===== src/rtl/mem_arbiter.sv =====
// Three-way arbiter (loader / CPU / PPU) in front of the single byte-wide PSRAM controller.
// Single-cycle strobes are parked in per-requester slots and replayed through the strobe/busy handshake.
module mem_arbiter #(
  parameter int STARVE_LIMIT = 2,
  parameter int BUSY_TIMEOUT = 4
) (
  input  logic        clk,
  input  logic        reset,

  input  logic        ld_wr,
  input  logic [21:0] ld_addr,
  input  logic [7:0]  ld_data,
  output logic        ld_done,

  input  logic        cpu_rd,
  input  logic        cpu_wr,
  input  logic [21:0] cpu_addr,
  input  logic [7:0]  cpu_wdata,
  output logic [7:0]  cpu_rdata,
  output logic        cpu_done,

  input  logic        ppu_rd,
  input  logic [21:0] ppu_addr,
  output logic [7:0]  ppu_rdata,
  output logic        ppu_done,

  output logic        mc_read_a,
  output logic        mc_read_b,
  output logic        mc_write,
  output logic [23:0] mc_addr,
  output logic [7:0]  mc_din,
  input  logic        mc_busy,
  input  logic [7:0]  mc_dout_a,
  input  logic [7:0]  mc_dout_b,

  input  logic        ovf_clr,
  output logic [2:0]  overflow,
  output logic        timeout_err
);

  localparam int SW = $clog2(STARVE_LIMIT + 1);
  localparam int TW = $clog2(BUSY_TIMEOUT + 1);

  localparam logic [1:0] REQ_LD  = 2'd0;
  localparam logic [1:0] REQ_CPU = 2'd1;
  localparam logic [1:0] REQ_PPU = 2'd2;

  typedef enum logic [1:0] {
    IDLE      = 2'd0,
    WAIT_BUSY = 2'd1,
    WAIT_DONE = 2'd2
  } state_t;

  state_t          state_q, state_d;
  logic [1:0]      grant_q, grant_d;
  logic [TW-1:0]   timer_q, timer_d;
  logic [SW-1:0]   starve_q, starve_d;

  logic [2:0]      pend_q, pend_d;
  logic [21:0]     ld_addr_q, ld_addr_d;
  logic [7:0]      ld_data_q, ld_data_d;
  logic [21:0]     cpu_addr_q, cpu_addr_d;
  logic [7:0]      cpu_data_q, cpu_data_d;
  logic            cpu_wr_q, cpu_wr_d;
  logic [21:0]     ppu_addr_q, ppu_addr_d;

  logic            mc_read_a_q, mc_read_a_d;
  logic            mc_read_b_q, mc_read_b_d;
  logic            mc_write_q, mc_write_d;
  logic [23:0]     mc_addr_q, mc_addr_d;
  logic [7:0]      mc_din_q, mc_din_d;

  logic [2:0]      done_q, done_d;
  logic [7:0]      cpu_rdata_q, cpu_rdata_d;
  logic [7:0]      ppu_rdata_q, ppu_rdata_d;
  logic [2:0]      ovf_q, ovf_d;
  logic            timeout_q, timeout_d;

  logic [1:0]      sel;
  logic [2:0]      retire;
  logic [2:0]      drop;
  logic            timeout_hit;
  logic            cpu_req;

  assign cpu_req = cpu_rd | cpu_wr;

  // CPU forced once it has been passed over STARVE_LIMIT times, else loader > PPU > CPU.
  always_comb begin
    sel = REQ_CPU;
    if ((starve_q == SW'(STARVE_LIMIT)) && pend_q[REQ_CPU]) begin
      sel = REQ_CPU;
    end else if (pend_q[REQ_LD]) begin
      sel = REQ_LD;
    end else if (pend_q[REQ_PPU]) begin
      sel = REQ_PPU;
    end
  end

  always_comb begin
    state_d     = state_q;
    grant_d     = grant_q;
    timer_d     = timer_q;
    starve_d    = starve_q;
    mc_read_a_d = 1'b0;
    mc_read_b_d = 1'b0;
    mc_write_d  = 1'b0;
    mc_addr_d   = mc_addr_q;
    mc_din_d    = mc_din_q;
    done_d      = 3'b000;
    cpu_rdata_d = cpu_rdata_q;
    ppu_rdata_d = ppu_rdata_q;
    retire      = 3'b000;
    timeout_hit = 1'b0;

    case (state_q)
      IDLE: begin
        if ((|pend_q) && !mc_busy) begin
          grant_d = sel;
          timer_d = TW'(BUSY_TIMEOUT - 1);
          state_d = WAIT_BUSY;
          case (sel)
            REQ_LD: begin
              mc_write_d = 1'b1;
              mc_addr_d  = {2'b00, ld_addr_q};
              mc_din_d   = ld_data_q;
            end
            REQ_PPU: begin
              mc_read_b_d = 1'b1;
              mc_addr_d   = {2'b00, ppu_addr_q};
            end
            default: begin
              mc_write_d  = cpu_wr_q;
              mc_read_a_d = !cpu_wr_q;
              mc_addr_d   = {2'b00, cpu_addr_q};
              mc_din_d    = cpu_data_q;
            end
          endcase
          if (sel == REQ_CPU) begin
            starve_d = '0;
          end else if (pend_q[REQ_CPU] && (starve_q != SW'(STARVE_LIMIT))) begin
            starve_d = starve_q + 1'b1;
          end
        end
      end

      WAIT_BUSY: begin
        if (mc_busy) begin
          state_d = WAIT_DONE;
        end else if (timer_q == '0) begin
          // Slot stays pending so the access is simply retried from IDLE.
          timeout_hit = 1'b1;
          state_d     = IDLE;
        end else begin
          timer_d = timer_q - 1'b1;
        end
      end

      WAIT_DONE: begin
        if (!mc_busy) begin
          done_d[grant_q] = 1'b1;
          retire[grant_q] = 1'b1;
          state_d         = IDLE;
          if ((grant_q == REQ_CPU) && !cpu_wr_q) begin
            cpu_rdata_d = mc_dout_a;
          end
          if (grant_q == REQ_PPU) begin
            ppu_rdata_d = mc_dout_b;
          end
        end
      end

      default: state_d = IDLE;
    endcase
  end

  // A slot retiring on this edge counts as empty, so a strobe coincident with done is kept.
  always_comb begin
    pend_d     = pend_q & ~retire;
    ld_addr_d  = ld_addr_q;
    ld_data_d  = ld_data_q;
    cpu_addr_d = cpu_addr_q;
    cpu_data_d = cpu_data_q;
    cpu_wr_d   = cpu_wr_q;
    ppu_addr_d = ppu_addr_q;
    drop       = 3'b000;

    if (ld_wr) begin
      if (!pend_d[REQ_LD]) begin
        pend_d[REQ_LD] = 1'b1;
        ld_addr_d      = ld_addr;
        ld_data_d      = ld_data;
      end else begin
        drop[REQ_LD] = 1'b1;
      end
    end

    if (cpu_req) begin
      if (!pend_d[REQ_CPU]) begin
        pend_d[REQ_CPU] = 1'b1;
        cpu_addr_d      = cpu_addr;
        cpu_data_d      = cpu_wdata;
        cpu_wr_d        = cpu_wr;
      end else begin
        drop[REQ_CPU] = 1'b1;
      end
    end

    if (ppu_rd) begin
      if (!pend_d[REQ_PPU]) begin
        pend_d[REQ_PPU] = 1'b1;
        ppu_addr_d      = ppu_addr;
      end else begin
        drop[REQ_PPU] = 1'b1;
      end
    end
  end

  // Clear first, then set, so an event on the clearing edge survives.
  always_comb begin
    ovf_d     = (ovf_clr ? 3'b000 : ovf_q) | drop;
    timeout_d = (ovf_clr ? 1'b0 : timeout_q) | timeout_hit;
  end

  always_ff @(posedge clk or posedge reset) begin
    if (reset) begin
      state_q     <= IDLE;
      grant_q     <= REQ_LD;
      timer_q     <= '0;
      starve_q    <= '0;
      pend_q      <= 3'b000;
      ld_addr_q   <= '0;
      ld_data_q   <= '0;
      cpu_addr_q  <= '0;
      cpu_data_q  <= '0;
      cpu_wr_q    <= 1'b0;
      ppu_addr_q  <= '0;
      mc_read_a_q <= 1'b0;
      mc_read_b_q <= 1'b0;
      mc_write_q  <= 1'b0;
      mc_addr_q   <= '0;
      mc_din_q    <= '0;
      done_q      <= 3'b000;
      cpu_rdata_q <= '0;
      ppu_rdata_q <= '0;
      ovf_q       <= 3'b000;
      timeout_q   <= 1'b0;
    end else begin
      state_q     <= state_d;
      grant_q     <= grant_d;
      timer_q     <= timer_d;
      starve_q    <= starve_d;
      pend_q      <= pend_d;
      ld_addr_q   <= ld_addr_d;
      ld_data_q   <= ld_data_d;
      cpu_addr_q  <= cpu_addr_d;
      cpu_data_q  <= cpu_data_d;
      cpu_wr_q    <= cpu_wr_d;
      ppu_addr_q  <= ppu_addr_d;
      mc_read_a_q <= mc_read_a_d;
      mc_read_b_q <= mc_read_b_d;
      mc_write_q  <= mc_write_d;
      mc_addr_q   <= mc_addr_d;
      mc_din_q    <= mc_din_d;
      done_q      <= done_d;
      cpu_rdata_q <= cpu_rdata_d;
      ppu_rdata_q <= ppu_rdata_d;
      ovf_q       <= ovf_d;
      timeout_q   <= timeout_d;
    end
  end

  assign ld_done     = done_q[REQ_LD];
  assign cpu_done    = done_q[REQ_CPU];
  assign ppu_done    = done_q[REQ_PPU];
  assign cpu_rdata   = cpu_rdata_q;
  assign ppu_rdata   = ppu_rdata_q;
  assign mc_read_a   = mc_read_a_q;
  assign mc_read_b   = mc_read_b_q;
  assign mc_write    = mc_write_q;
  assign mc_addr     = mc_addr_q;
  assign mc_din      = mc_din_q;
  assign overflow    = ovf_q;
  assign timeout_err = timeout_q;

endmodule


===== config.mk =====
export PLATFORM = sky130hd
export DESIGN_NAME = mem_arbiter
export DESIGN_NICKNAME = d
export VERILOG_FILES = /design/src/rtl/mem_arbiter.sv
export SDC_FILE = /design/constraint.sdc
export NUM_CORES = 1
export LEC_CHECK = 0
export ABC_AREA = 1
export CAP_MARGIN = 10
export CORE_MARGIN = 3
export CORE_UTILIZATION = 53
export CTS_CLUSTER_DIAMETER = 100
export DETAILED_ROUTE_END_ITERATION = 6
export PLACE_DENSITY = 0.95
export SETUP_SLACK_MARGIN = 0.4
export SLEW_MARGIN = 20
export SYNTH_ARGS = -nofsm -noshare
export SYNTH_HDL_FRONTEND = slang
export SYNTH_SLANG_ARGS = --single-unit

===== constraint.sdc =====
create_clock -name clk -period 11.4 [get_ports clk]
set_input_delay 2.28 -clock clk [delete_from_list [all_inputs] [get_ports clk]]
set_output_delay 2.28 -clock clk [all_outputs]
set_load 0.02 [all_outputs]

==> run_results.csv <==
group,metric,value,unit
clocking,cts_buffers,17,
critical_path,critical_path.endpoint,"cpu_addr_q[9]$_DFFE_PP0P_",
yosys,ys_ff_latch,151,
critical_path,startpoint,"cpu_wr",
clocking,worstSkewPairLatency,0.43,ns
floorplanning,die_h,117,µm
routing,avgViaCountPerCell,5.50,
run_status,status,"finished, final reports clean",
clocking,cts_setup_buffers,0,
sta,setup_tns,0,ns
yosys,synth_adder_area_share,0.570,%
floorplanning,io_pins,164,
critical_path,crit_type,"primary input to flip-flop",
grt,grt_pass1_vias,6158,
grt,grt_max_degree,78,
final_layout,fin_area,8840,µm²
placement,dpl_cell_area,8200,µm²
sta,min_period_over_period,40.1,%
yosys,synthXorXnorAreaFrac,0,%
critical_path,start_kind,"primary input",
yosys,synth_area,6590,µm²
yosys,synth.distinct_cells,26,
clocking,root_buffer,"clkbuf_16",
final_layout,fin_nets,1034,
power_and_ir_drop,p_leak,4.43,nW
critical_path,critPathArrivalTime,4.93,ns
final_layout,final_util,73.3,%
sta,finalHoldViolations,0,
critical_path,reg2reg_slack,8.72,ns
routing,ant_nets,0,
flow_run,maxCapViolations,0,
routing,dr_total_vias,6086,
clocking,cts_sinks,151,
yosys,synth_mux_area_share,0,%
final_layout,area_growth,34.1,%
grt,grt_pass1_wl,29800,µm
yosys,postSynthAreaPerCell,8.37,µm²
grt,antenna_found_initial,0,
critical_path,endpoint_kind,"flip-flop",
sta,drv_slew,0,
worst_hold_path,min_path_type,"flip-flop to flip-flop",
power_and_ir_drop,p_per_area,257,nW/µm²
critical_path,rr_worst_depth,6,
critical_path,path_max_fanout,31,
routing,post_drt_wl_per_cell,16.6,µm
final_layout,fillers,847,
yosys,synthSimpleGateAreaFrac,35.8,%
yosys,ys_seq_area_share,57.3,%
floorplanning,die_w,117,µm
sta,setup_viol_count_final,0,
clocking,ctsHtreeMaxLevel,4,
grt,overflow,0,
floorplanning,start_util,54.6,%
sta,relSlewSlack,26.4,%
floorplanning,core_area,12100,µm²
placement,dp_hpwl,11800,µm
clocking,clk_pin_slew_worst_paths,0.06,ns
sta,grt_setup_unrepaired,"false",
worst_hold_path,worstHoldStart,"cpu_rdata[2]$_DFFE_PP0P_",
critical_path,required,11.76,ns
routing,wl,18400,µm
yosys,yosysWarnings,0,
floorplanning,die-area,13800,µm²
power_and_ir_drop,power,2.27,mW
floorplanning,rows,40,
routing,drtIter0Drc,706,
final_layout,diodes,0,
sta,max_freq,0.219,GHz
placement,pre_cts_ws,6.15,ns
sta,hold_ws,0.470,ns
critical_path,rr_startpoint,"pend_q[2]$_DFF_PP0_",
sta,fin_ws,6.83,ns
sta,skew,0.00869,ns
routing,drt_first_pass_iters,5,
placement,place_inst,1074,
clocking,hold_buffers,0,
power_and_ir_drop,peakVddDrop,0.000146,V
placement,gp_congestion,0.826,
yosys,synth_top_family_by_area,"simple AND/OR/NAND/NOR gates",
routing,drc,0,
critical_path,r2r_end,"mc_read_a$_DFF_PP0_",
clocking,cts_max_path_buffers,2,
sta,worst_slew_pin_slew,1.10,ns
clocking,cts_tree,"built",
yosys,synthCells,787,
placement,portBuffers,161,
final_layout,drive_gt1_share,5.65,%
grt,track_usage,27.1,%
final_layout,final_cells,1106,
yosys,synth_compound_area_share,1.03,%
sta,fin_crit,4.57,ns
clocking,cts_resized,0,
## cells in the mapped netlist
cell type  instances  area share (%)
nand2_1          352              20
dfrtp_1          151              57
nand3_1          147              11
nand4_1           23             2.2
inv_1             20             1.1
buf_2             18             1.4
clkbuf_1          17            0.97
nor2_1            16            0.91
o21ai_0            6            0.46
buf_4              5            0.57
buf_6              4            0.68
inv_2              4            0.23
ha_1               3            0.57
nand2_2            3            0.28
o22ai_1            3            0.28
a21oi_1            2            0.15
buf_1              2            0.11
clkinv_1           2            0.11
nor2_4             2            0.34
conb_1             1           0.057
nand2_4            1            0.17
nand3_2            1            0.15
nand3_4            1            0.27
nand4_2            1            0.19
o21ai_2            1            0.13
or2_2              1           0.095
## per-layer routing
layer	track usage (%)	share of wire, %
met5	0	0
met4	10.8	2.7
met3	8.46	9.3
met2	44.6	48
met1	33.5	39
## layout by cell type, fill, tap and decap left out, types with 2 or more instances in the layout
cell             instances
clkbuf_16               17
a21oi_1                  2
nand4_1                 23
clkinvlp_4               5
nand3_1                147
clkinv_2                 2
nand2_2                  5
o22ai_1                  3
clkbuf_8                 4
dfrtp_1                151
ha_1                     3
nor2_4                   2
clkdlybuf4s50_1        161
inv_2                    4
bufinv_16                3
o21ai_0                  6
conb_1                   2
clkinv_1                 3
nand2_1                350
nor2_1                  16
inv_1                   18
buf_4                    3
## power breakdown
group          switching [mW]  total (mW)  internal [mW]
Combinational           0.459       0.774          0.315
Clock                   0.221       0.588          0.367
Sequential              0.144       0.912          0.768
Total                   0.824        2.27           1.45
## how the worst min path moves through the flow
stage / to / cells after the start / slack [ns]
2_1_floorplan: mc_read_a$_DFF_PP0_ / 1 / 0.43
5_1_grt: cpu_addr_q[4]$_DFFE_PP0P_ / 2 / 0.49
3_3_place_gp: cpu_rdata[6]$_DFFE_PP0P_ / 2 / 0.45
3_5_place_dp: cpu_rdata[2]$_DFFE_PP0P_ / 2 / 0.46
6_report: cpu_rdata[2]$_DFFE_PP0P_ / 2 / 0.47
4_1_cts: cpu_addr_q[3]$_DFFE_PP0P_ / 2 / 0.47
## cells by family after synthesis
group / count (synthesis)
fa+ha+maj: 3
compound gates: 12
other cells: 1
simple gates: 548
flops: 151
buf+inv: 72
## critical path, cell delays in order
cell and delay (ns):
clkdlybuf4s50_1 0.43, nor2_1 0.20, clkinv_1 0.83, nand2_2 0.93, nand2_1 0.14, nand2_1 0.11
## state kept, by name, indices dropped and copies added, names as in the netlist
name	count
cpu_addr_q	22
cpu_data_q	8
cpu_rdata	8
cpu_wr_q	1
done_q	3
grant_q	2
ld_addr_q	22
ld_data_q	8
mc_addr	22
mc_din	8
mc_read_a	1
mc_read_b	1
mc_write	1
overflow	3
pend_q	3
ppu_addr_q	22
ppu_rdata	8
starve_q	2
state_q	2
timeout_err	1
timer_q	3
## cell type report
cell class | count | area [µm²] | share of cell area [%]
clock buffers | 21 | 480 | 5.44
well taps | 168 | 210 | 2.38
clock inverters | 11 | 146 | 1.66
repair buffers | 164 | 1630 | 18.5
inverters | 26 | 103 | 1.16
multi-input cells | 565 | 2480 | 28.1
flip-flops and latches | 151 | 3780 | 42.8
Power figures use the tool's default switching activity.
